===== src/rtl/seven_seg_scan_ctrl.sv =====
// Time-multiplexed scan controller for a common-anode 7-segment display.
// One external nibble decoder is shared across all digits; the displayed value is double-buffered.
module seven_seg_scan_ctrl #(
  parameter int DIGITS       = 4,
  parameter int TICK_DIV     = 50000,
  parameter int BLANK_CYCLES = 16
) (
  input  logic                  clock,
  input  logic                  reset,
  input  logic [4*DIGITS-1:0]   value,
  input  logic                  load,
  input  logic [DIGITS-1:0]     blank,
  input  logic                  lz_en,
  output logic [3:0]            dec_nibble,
  input  logic [6:0]            dec_seg,
  output logic [6:0]            seg_n,
  output logic [DIGITS-1:0]     an_n,
  output logic                  frame_start,
  output logic                  upd_pending
);

  localparam int CW = (TICK_DIV > 1) ? $clog2(TICK_DIV) : 1;
  localparam int IW = (DIGITS > 1) ? $clog2(DIGITS) : 1;
  localparam logic [CW-1:0] CNT_LAST  = CW'(TICK_DIV - 1);
  localparam logic [CW-1:0] CNT_BLANK = CW'(BLANK_CYCLES);
  localparam logic [IW-1:0] IDX_LAST  = IW'(DIGITS - 1);

  logic [CW-1:0]       cnt;
  logic [IW-1:0]       idx;
  logic [4*DIGITS-1:0] disp;
  logic [4*DIGITS-1:0] pend;
  logic                pflag;

  logic [DIGITS-1:0]   idx_hot;
  logic                sel_blank;
  logic                sel_lz;
  logic                zacc;
  logic                off;
  logic                slot_end;
  logic                frame_wrap;

  assign slot_end   = (cnt == CNT_LAST);
  assign frame_wrap = slot_end && (idx == IDX_LAST);

  // Walk from the leftmost digit down so zacc holds "this and every higher nibble is zero".
  always_comb begin
    dec_nibble = 4'h0;
    idx_hot    = '0;
    sel_blank  = 1'b0;
    sel_lz     = 1'b0;
    zacc       = 1'b1;
    for (int k = DIGITS - 1; k >= 0; k--) begin
      zacc = zacc & (disp[4*k +: 4] == 4'h0);
      if (idx == IW'(k)) begin
        dec_nibble = disp[4*k +: 4];
        idx_hot[k] = 1'b1;
        sel_blank  = blank[k];
        sel_lz     = (k != 0) && zacc;
      end
    end
  end

  assign off = sel_blank || (cnt < CNT_BLANK) || (lz_en && sel_lz);

  always_ff @(posedge clock) begin
    if (reset) begin
      cnt         <= '0;
      idx         <= '0;
      disp        <= '0;
      pend        <= '0;
      pflag       <= 1'b0;
      seg_n       <= 7'h7F;
      an_n        <= '1;
      frame_start <= 1'b0;
    end else begin
      if (slot_end) begin
        cnt <= '0;
        idx <= (idx == IDX_LAST) ? '0 : idx + 1'b1;
      end else begin
        cnt <= cnt + 1'b1;
      end

      frame_start <= frame_wrap;

      // The display only ever changes on the frame wrap, so a frame never mixes two values.
      if (frame_wrap && pflag)
        disp <= pend;

      if (load) begin
        pend  <= value;
        pflag <= 1'b1;
      end else if (frame_wrap) begin
        pflag <= 1'b0;
      end

      seg_n <= off ? 7'h7F : dec_seg;
      an_n  <= off ? '1 : ~idx_hot;
    end
  end

  assign upd_pending = pflag;

endmodule


===== config.mk =====
export PLATFORM = sky130hd
export DESIGN_NAME = seven_seg_scan_ctrl
export DESIGN_NICKNAME = d
export VERILOG_FILES = /design/src/rtl/seven_seg_scan_ctrl.sv
export SDC_FILE = /design/constraint.sdc
export NUM_CORES = 1
export LEC_CHECK = 0
export ABC_CLOCK_PERIOD_IN_PS = 2900
export CAP_MARGIN = 20
export CORE_ASPECT_RATIO = 2
export CORE_MARGIN = 2
export CORE_UTILIZATION = 40
export CTS_BUF_LIST = sky130_fd_sc_hd__clkbuf_2
export DETAILED_ROUTE_END_ITERATION = 12
export PLACE_DENSITY = 0.59
export SLEW_MARGIN = 25
export SYNTH_ARGS = -nofsm -noshare
export SYNTH_HDL_FRONTEND = slang
export SYNTH_SLANG_ARGS = --single-unit

===== constraint.sdc =====
create_clock -name clock -period 2.9 [get_ports clock]
set_clock_uncertainty 0.05 [all_clocks]
set_input_delay 0.435 -clock clock [delete_from_list [all_inputs] [get_ports clock]]
set_output_delay 0.435 -clock clock [all_outputs]
set_load 0.01 [all_outputs]

==> results.cfg <==
[status]
status = finished, final reports clean

[cts]
tritoncts = done
cts_buffers = 9
htree_levels = 3
cts_sinks = 63
clockBufferDepth = 2
clock_latency_ps = 480
clock-root-buffer = clkbuf_2
clk_pin_slew_ps = 150
hold_buffers = 0

[synthesis]
yosys_register_bits = 63
yosysWarnings = 0
synthArstFlopShare_pct = 0
synth_area_leaders = dfxtp_1, mux2i_1, or2b_1
netlist_area_um2 = 2800
synth_fp_nets = 329
synth.distinct_cells = 42
syn_avg_cell_area_um2 = 9.57
ys.flop_type = dfxtp_1
synth_edf_count = 0
synthCells = 293
synth_top_area_share_pct = 45.0
synth.largest_area_cell = dfxtp_1
seq_area_frac_synth_pct = 45.0

[floorplan]
ios = 48
initial_core_util_pct = 40.7
fp-row-count = 43
dieArea_um2 = 7740
die_height_um = 122
core_area_um2 = 6890
die_x_um = 63.2

[finish]
final_common_cell = dfxtp_1
n_fill_cell = 711
area_delta_synth_final_pct = 23.6
diodes = 0
drive_gt1_share_pct = 9.62
final_nets = 375
final_core_util_pct = 50.3
layout_common_cells = dfxtp_1, clkdlybuf4s50_1, nor2_1, mux2i_1, or2b_1

[sta]
slew-limit-headroom_pct = 58.4
worstMarginPinSlew_ps = 618
finalSetupTns_ps = 0
slew_violations = 0
rsz0062_at_grt = false
clock.fmax_ghz = 0.368
hold_viol_final = 0
period_minus_slack_ps = 2720
finalSetupViolCount = 0
finalCritPeriodShare_pct = 93.7
fin_ws_ps = 184

[placed_design]
pre_cts_slack_ps = 413
portBuffers = 47
hpwl_mm = 4.46
gp_congestion = 0.843

[global_routing]
grt_max_degree = 55
grt_pass1_vias = 2059
antenna_found_initial = 0
grt_pass1_wl_mm = 10.1
gr-total-overflow = 0
grt_usage_pct = 17.3

[critical_path]
crit_path_end_kind = primary output
cp_slowest_cell = clkdlybuf4s50_1
crit_path_start_kind = flop
critPathMaxFanout = 7
arrival_ps = 2230
critPathRequiredTime_ps = 2410
crit_chain = inv_1, ha_4, buf_4, a21oi_1, o21ai_0, a22o_1, clkdlybuf4s50_1
max_stage_delay_ps = 480
crit_family = buffers and inverters
worstPathBufferInverterCount = 3
crit_type = reg2out

[min_path]
hp-class = reg2reg

[pwr]
total_power_mw = 1.40
peakVddDrop_uv = 207
powerDensity_nw_per_um2 = 405
leakage_nw = 1.31

[job]
cap_violations = 0

[detailed_routing]
avgRoutedWirePerCell_um = 14.2
ant_nets = 0
vias = 2186
dr.first_iter.drc_count = 59
viasPerCell = 5.05
wl_mm = 6.16
dr.pass1.iters = 4
drc_errors = 0
## kinds of logic after synthesis
kind of cell,count (synthesis),synth area share [%]
compound gates,20,4.37
xor+xnor,13,4.06
fa+ha+maj,5,2.23
buf+inv,26,4.91
flops,63,45.0
mux,36,12.9
simple gates,130,26.5
## synth_stat cells, types with 2 or more instances
cell type   n
or4_1       2
buf_4       2
and3b_1     2
clkbuf_1   13
xnor2_1     8
nor2_1     39
ha_1        5
dfxtp_1    63
nand3_1    11
or2b_1     20
inv_1       7
o21ai_0     5
nand4_1     6
nor3_1      2
nand2_1    11
nand3b_1    8
and3_1      3
nor4_1      5
a21oi_1     8
buf_6       2
mux2i_1    34
xor2_1      5
nand2b_1   12
mux2_2      2
## tightest hold or removal path, delay by kind of cell (launching register included)
kind	cells	cell delay, ps
flip-flops	1	340
multiplexers	1	60
AND/OR/NAND/NOR	1	60
## registers in the layout, summed over array words and instances, names as in the netlist
signal,count
cnt,16
disp,16
pend,16
seg_n,7
an_n,4
idx,2
frame_start,1
upd_pending,1
## metal layers
layer | GRT usage (%) | wire [µm] | vias up
li1 | - | - | 1090
met1 | 16.8 | 2300 | 1018
met2 | 30.5 | 3270 | 58
met3 | 6.14 | 291 | 20
met4 | 11.5 | 299 | 0
met5 | 0 | 0 | -
## repair_timing
action | in CTS | in global routing
setup endpoints to repair | 3 | 4
resized for setup | 6 | 6
setup buffers | 1 | 1
## area by class of cell
type / instances / area (µm²) / area share [%]
clock buffers: 13 / 65.1 / 1.88
well taps: 90 / 113 / 3.25
multi-input cells: 204 / 1440 / 41.6
repair buffers: 54 / 543 / 15.7
flip-flops and latches: 63 / 1270 / 36.5
inverters: 7 / 26.3 / 0.758
clock inverters: 2 / 8.76 / 0.253
## path summary, 6_finish.rpt
check	slack, ps	from	cells after the start	endpoint
setup reg to reg	690	cnt[12]	5	disp[10]
setup / recovery	180	idx[0]	7	dec_nibble[0]
hold / removal	440	pend[0]	2	disp[0]
hold reg to reg	440	pend[0]	2	disp[0]
## per-stage QoR
| stage | cells | hold WS, ps | cell area [µm²] |
|---|---|---|---|
| global route | 433 | 392 | 3460 |
| finish | 433 | 440 | 3460 |
| detailed placement | 416 | 402 | 3310 |
| global placement | 416 | 391 | 3310 |
| CTS | 432 | 386 | 3420 |
| floorplan | 293 | 376 | 2800 |
## power by group
group          switching (mW)  internal [mW]
clock network           0.287          0.119
registers              0.0109          0.883
logic                  0.0388         0.0648
Power figures use the tool's default switching activity.
